`config.mk`:
```
export PLATFORM = sky130hd
export DESIGN_NAME = serial_add_sched
export DESIGN_NICKNAME = d
export VERILOG_FILES = /design/src/rtl/serial_add_sched.sv
export SDC_FILE = /design/constraint.sdc
export NUM_CORES = 1
export LEC_CHECK = 0
export BUFFER_PORTS_ARGS = -buffer_cell sky130_fd_sc_hd__buf_2
export CORE_MARGIN = 3
export CORE_UTILIZATION = 40
export CTS_CLUSTER_SIZE = 25
export DETAILED_ROUTE_END_ITERATION = 8
export GPL_TIMING_DRIVEN = 0
export SYNTH_ARGS = -nofsm -noshare
export SYNTH_HDL_FRONTEND = slang
export SYNTH_SLANG_ARGS = --single-unit
```
`constraint.sdc`:
```
create_clock -name clk -period 1.75 [get_ports clk]
set_input_delay 0.0875 -clock clk [delete_from_list [all_inputs] [get_ports clk]]
set_output_delay 0.0875 -clock clk [all_outputs]
set_load 0.01 [all_outputs]
```
`src/rtl/serial_add_sched.sv`:
```
// serial_add_sched: round-robin arbiter for two requesters sharing one
// bit-serial full-adder slice; WIDTH cycles per job, LSB first.
module serial_add_sched #(
   parameter int WIDTH = 8
) (
   input  logic             clk,
   input  logic             rst_n,
   input  logic             req0,
   input  logic [WIDTH-1:0] in0_a,
   input  logic [WIDTH-1:0] in0_b,
   input  logic             req1,
   input  logic [WIDTH-1:0] in1_a,
   input  logic [WIDTH-1:0] in1_b,
   output logic             gnt0,
   output logic             gnt1,
   output logic             busy,
   output logic             done,
   output logic             owner,
   output logic [WIDTH-1:0] out,
   output logic             car
);

   localparam int CW = (WIDTH > 1) ? $clog2(WIDTH) : 1;

   typedef enum logic [1:0] {
      S_IDLE = 2'd0,
      S_RUN  = 2'd1,
      S_DONE = 2'd2
   } state_t;

   state_t           r_state;
   state_t           w_next;

   logic [WIDTH-1:0] r_a;
   logic [WIDTH-1:0] r_b;
   logic [WIDTH-1:0] r_res;
   logic             r_c;
   logic [CW-1:0]    r_cnt;
   logic             r_lp;

   logic             r_gnt0;
   logic             r_gnt1;
   logic             r_done;
   logic             r_owner;
   logic [WIDTH-1:0] r_out;
   logic             r_car;

   logic             w_p;
   logic             w_g;
   logic             w_s;
   logic             w_t;
   logic             w_cn;
   logic             w_any;
   logic             w_win;
   logic             w_last;
   logic             w_load;
   logic             w_run;

   // full-adder slice: two half adders, carry merged by an OR
   assign w_p  = r_a[0] ^ r_b[0];
   assign w_g  = r_a[0] & r_b[0];
   assign w_s  = w_p ^ r_c;
   assign w_t  = w_p & r_c;
   assign w_cn = w_g | w_t;

   assign w_last = (r_cnt == CW'(WIDTH - 1));

   // state register
   always_ff @(posedge clk or negedge rst_n) begin
      if (!rst_n) r_state <= S_IDLE;
      else        r_state <= w_next;
   end

   // next-state logic
   always_comb begin
      w_next = r_state;
      unique case (r_state)
         S_IDLE:  if (w_any)  w_next = S_RUN;
         S_RUN:   if (w_last) w_next = S_DONE;
         S_DONE:  w_next = S_IDLE;
         default: w_next = S_IDLE;
      endcase
   end

   // arbitration decode: contested grant goes to the one not served last
   always_comb begin
      w_any  = req0 | req1;
      w_win  = (req0 & req1) ? ~r_lp : req1;
      w_load = (r_state == S_IDLE) & w_any;
      w_run  = (r_state == S_RUN);
   end

   // grant/done pulses, operand capture and serial datapath
   always_ff @(posedge clk or negedge rst_n) begin
      if (!rst_n) begin
         r_gnt0  <= 1'b0;
         r_gnt1  <= 1'b0;
         r_done  <= 1'b0;
         r_a     <= '0;
         r_b     <= '0;
         r_res   <= '0;
         r_c     <= 1'b0;
         r_cnt   <= '0;
         r_lp    <= 1'b1;
         r_owner <= 1'b0;
         r_out   <= '0;
         r_car   <= 1'b0;
      end else begin
         r_gnt0 <= w_load & ~w_win;
         r_gnt1 <= w_load & w_win;
         r_done <= w_run & w_last;
         if (w_load) begin
            r_a     <= w_win ? in1_a : in0_a;
            r_b     <= w_win ? in1_b : in0_b;
            r_c     <= 1'b0;
            r_cnt   <= '0;
            r_owner <= w_win;
            r_lp    <= w_win;
         end else if (w_run) begin
            r_a   <= r_a >> 1;
            r_b   <= r_b >> 1;
            r_c   <= w_cn;
            r_cnt <= r_cnt + CW'(1);
            r_res <= {w_s, r_res[WIDTH-1:1]};
            if (w_last) begin
               r_out <= {w_s, r_res[WIDTH-1:1]};
               r_car <= w_cn;
            end
         end
      end
   end

   assign gnt0  = r_gnt0;
   assign gnt1  = r_gnt1;
   assign done  = r_done;
   assign busy  = (r_state != S_IDLE);
   assign owner = r_owner;
   assign out   = r_out;
   assign car   = r_car;

endmodule

```
==> metrics list <==
- Total length of routed wires: 4070 µm
- Registers are responsible for 41.2% of the overall power.
* Shortest clock period the worst path allows after layout: 1.56 ns
- Placement row count: 24
* Setup Total Neg Slack: 0 ns
- Of the post-synthesis cell area, the dominant cell type holds 54.4%.
* Number of antenna violations at the first check in global routing: 0
- After synthesis, the cell types taking the most area are sky130_fd_sc_hd__dfrtp_1, sky130_fd_sc_hd__mux2i_1, sky130_fd_sc_hd__nand2_1, sky130_fd_sc_hd__o221ai_1, sky130_fd_sc_hd__mux2_2.
- Cell depth of the worst min-delay path: 2
- After the last flow step, the layout net total stands at 263.
* Die Width: 75.5 µm
- The clock network burns 22.4% of the power.
- The area growth from synthesis to layout is 23.4%.
- Critical R2R Launch: r_state[0]
* Count of flip-flops with a built-in enable after synthesis: 0
- Sw Pwr: 1.33 mW
- STA classifies the critical path endpoint as a flip-flop.
- Area used by multi-input combinational logic: 746 µm²
- The internal power of the cells totals 2.68 mW.
- The H-tree was split into 2 levels.
- The pre-antenna-repair detailed-routing pass consisted of 4 iterations.
* Distinct cell type count after synthesis: 28
- Dividing total power by cell area gives a power density of 1680 mW/mm².
* Most used flip-flop cell after synthesis: sky130_fd_sc_hd__dfrtp_1
- Fill count: 415
* Synth cell count leaders: sky130_fd_sc_hd__dfrtp_1, sky130_fd_sc_hd__nand2_1, sky130_fd_sc_hd__mux2i_1, sky130_fd_sc_hd__o221ai_1, sky130_fd_sc_hd__o21ai_0
- Measured against its own limit, the worst slew margin works out to 37.7%.
- Power share of the combinational group: 36.4%
- Setup violations remaining at the end of the flow were counted as 0.
- Summed instance area of the synthesized netlist: 0.00193 mm²
- Placeable core area: 0.00450 mm²
- In this run the post-CTS setup repair buffer count came out at 0.
- Fmax achieved: 642 MHz
* Area leader, netlist: sky130_fd_sc_hd__dfrtp_1
- Transition at the pin with the smallest max-transition slack: 0.934 ns
- The repair_antennas step left the layout with diodes totalling 0.
- The first global-routing pass estimated 6830 µm of wire.
* Most frequently used cell type in the post-synthesis netlist: sky130_fd_sc_hd__dfrtp_1
- Critical path startpoint category: flip-flop
- After synthesis, the share of flip-flops with an asynchronous set or reset is 100%.
- Clk pin slew, worst setup/hold paths: 0.08 ns
- CTS tree: done
- After legalization and detailed placement, the total HPWL measured 2870 µm.
* Total number of vias: 1398
- The startpoint identified for the worst hold timing path is req0.
- Vias in the first global route: 1451
- Worst Path Required: 1.95 ns
- Fraction of layout cells with a size suffix above 1: 34.7%
* Initial Utilization: 42.9%
- Gpl congestion: 0.761
* Ports: 50
- In this run, the number of DRC markers left after iteration 0 of detailed routing was 72.
* Largest net degree at the start of global routing: 44
* Worst-case register-to-register setup slack: 0.19 ns
- Maximum resistive drop on vdd: 0.640 mV
- Global routing used 16.4% of the available tracks across all layers.
- Critical path arrival: 1.76 ns
* Net count of the mapped netlist: 206
- Antenna-violating nets left: 0
- Of the total power, the share spent switching nets is 33.2%.
* Number of port buffers: 49
* Total gr overflow: 0
* Clock root buffer: sky130_fd_sc_hd__clkbuf_8
- The max-slew violation total from the final report was 0.
- Number of vias per cell after detailed routing: 5.05
* Die outline height: 75.5 µm
- For the final database, setup skew stands at 0.00574 ns.
* TritonCTS buffer count: 5
- Result of the run: finished, final reports clean
* Routed wire length per instance: 14.7 µm
- After synthesis, the mean cell area works out to 11.6 µm².
- Max Fanout on Critical Path: 10
- Max Root-Sink Buffers: 2
* Portion of the post-synthesis area used by sequential elements: 55.8%
* Final Hold Vio Count: 0
- The critical path is of the reg2reg type.
- The clock net in this run drives a total of 43 sinks.
- For hold timing, the worst endpoint is r_lp.
- Synthesis handed over a netlist of 167 instances.
* Clock latency on the worst-skew pair: 0.29 ns
* Total Die Area: 0.00570 mm²
- Worst min path class: in2reg
- Measured in cells, the most critical reg-to-reg path has a length of 3.
* Worst reg2reg endpoint: r_b[5]
- Final Cycle Share: 89.0%
- Max_cap viols: 0
* Static leakage: 1.21 nW
- FF+latch count, synth: 43
- Setup repair after global routing left no endpoint under its margin.
* Syn. warnings: 0
* DRC violation count after routing: 0
- In the final layout, flip-flops and latches occupy 0.00108 mm².
- Min Hold Slack: 0.0156 ns
==> layout by cell type (no fill, tap or decap) <==
cell type | Yosys | routed
sky130_fd_sc_hd__buf_2 | 2 | 51
sky130_fd_sc_hd__dfrtp_1 | 42 | 42
sky130_fd_sc_hd__nand2_1 | 31 | 31
sky130_fd_sc_hd__mux2i_1 | 18 | 18
sky130_fd_sc_hd__o221ai_1 | 12 | 12
sky130_fd_sc_hd__o21ai_0 | 11 | 11
sky130_fd_sc_hd__inv_1 | 9 | 9
sky130_fd_sc_hd__mux2_2 | 9 | 9
sky130_fd_sc_hd__clkbuf_1 | 4 | 5
sky130_fd_sc_hd__clkbuf_8 | 0 | 5
sky130_fd_sc_hd__and2_1 | 4 | 4
sky130_fd_sc_hd__nor2_1 | 3 | 3
sky130_fd_sc_hd__a31o_2 | 3 | 3
sky130_fd_sc_hd__buf_6 | 2 | 2
sky130_fd_sc_hd__o211ai_1 | 2 | 2
sky130_fd_sc_hd__ha_1 | 2 | 2
sky130_fd_sc_hd__bufinv_16 | 0 | 2
sky130_fd_sc_hd__o21ai_1 | 1 | 1
sky130_fd_sc_hd__a21boi_2 | 1 | 1
sky130_fd_sc_hd__buf_12 | 1 | 1
sky130_fd_sc_hd__nor2b_1 | 1 | 1
sky130_fd_sc_hd__buf_4 | 1 | 1
sky130_fd_sc_hd__nand2_2 | 1 | 1
sky130_fd_sc_hd__nor3_2 | 1 | 1
sky130_fd_sc_hd__or2b_1 | 1 | 1
sky130_fd_sc_hd__a21oi_1 | 1 | 1
sky130_fd_sc_hd__a31oi_1 | 1 | 1
sky130_fd_sc_hd__a21o_1 | 1 | 1
sky130_fd_sc_hd__fa_1 | 1 | 1
sky130_fd_sc_hd__dlygate4sd3_1 | 0 | 1
sky130_fd_sc_hd__dfstp_2 | 1 | 1
==> layout make-up <==
class | count | area share (%)
Multi-Input combinational cell | 105 | 31.3
Inverter | 9 | 1.42
Tap cell | 52 | 2.73
Timing Repair Buffer | 50 | 10.7
Sequential cell | 43 | 45.2
Buffer | 10 | 3.15
Clock inverter | 2 | 2.52
Clock buffer | 6 | 3.04
==> worst max-delay path by stage <==
stage	slack (ns)	from	end	depth (start not counted)
3_5_place_dp	0.23	r_cnt[0]	out[3]	5
2_1_floorplan	0.36	r_cnt[0]	car	5
5_1_grt	0.04	r_state[0]	r_b[3]	3
3_3_place_gp	0.26	r_state[0]	r_b[5]	3
4_1_cts	0.21	r_state[0]	r_b[5]	3
6_report	0.19	r_state[0]	r_b[5]	3
==> timing repair <==
| item | CTS | global route |
|---|---|---|
| gates resized for setup | 0 | 0 |
| endpoints found under the hold margin | 42 | 0 |
| hold buffers | 1 | 0 |
| setup endpoints to repair | 0 | 0 |
==> logic make-up (layout without fill, tap and decap cells) <==
logic type | Yosys count | in the layout | share of synthesized area, %
simple gates | 42 | 42 | 9.46
buf+inv | 19 | 77 | 5.63
fa+ha+maj | 3 | 3 | 2.33
flops | 43 | 43 | 55.8
compound gates | 33 | 33 | 12.2
mux | 27 | 27 | 14.6
==> power groups by stage <==
stage / Combinational [mW] / Sequential [mW] / Clock, mW
after CTS: 1.49 / 1.66 / 0.915
after global routing: 1.65 / 1.71 / 0.955
after floorplan: 0.963 / 1.70 / 0
after detailed placement: 1.48 / 1.68 / 0
after global placement: 1.43 / 1.66 / 0
final: 1.46 / 1.65 / 0.900
==> through the flow <==
step | std cells | setup WS (ns) | cell area (µm²) | total power [mW] | utilization [%]
detailed placement | 268 | 0.228 | 2240 | 3.16 | 49.8
floorplan | 167 | 0.364 | 1930 | 2.66 | -
finish | 277 | 0.193 | 2380 | 4.01 | 52.9
global placement | 268 | 0.262 | 2240 | 3.09 | 49.8
global route | 277 | 0.0425 | 2380 | 4.32 | 52.9
CTS | 277 | 0.205 | 2380 | 4.06 | 52.9
==> layer usage <==
layer  up-vias  share of wire, %  GRT usage [%]  wire length, µm
met5         -                 0              0                0
met2        35                49           26.6             2000
li1        695                 -              -                -
met4         0               1.0           4.85               41
met3         4               4.9           4.88              198
met1       664                45           21.3             1830
==> critical path: stages (launching register included) <==
cell and delay, ns:
sky130_fd_sc_hd__dfrtp_1 0.41, sky130_fd_sc_hd__nor3_2 0.54, sky130_fd_sc_hd__nor2_1 0.27, sky130_fd_sc_hd__o221ai_1 0.24
==> flip-flops by register name, indices dropped and copies added (netlist names), 2 cells and up <==
name / cells
r_a: 8
out: 8
r_b: 8
r_cnt: 3
r_state: 2
r_res: 7
Note: power is estimated with default switching activity, not from simulation.
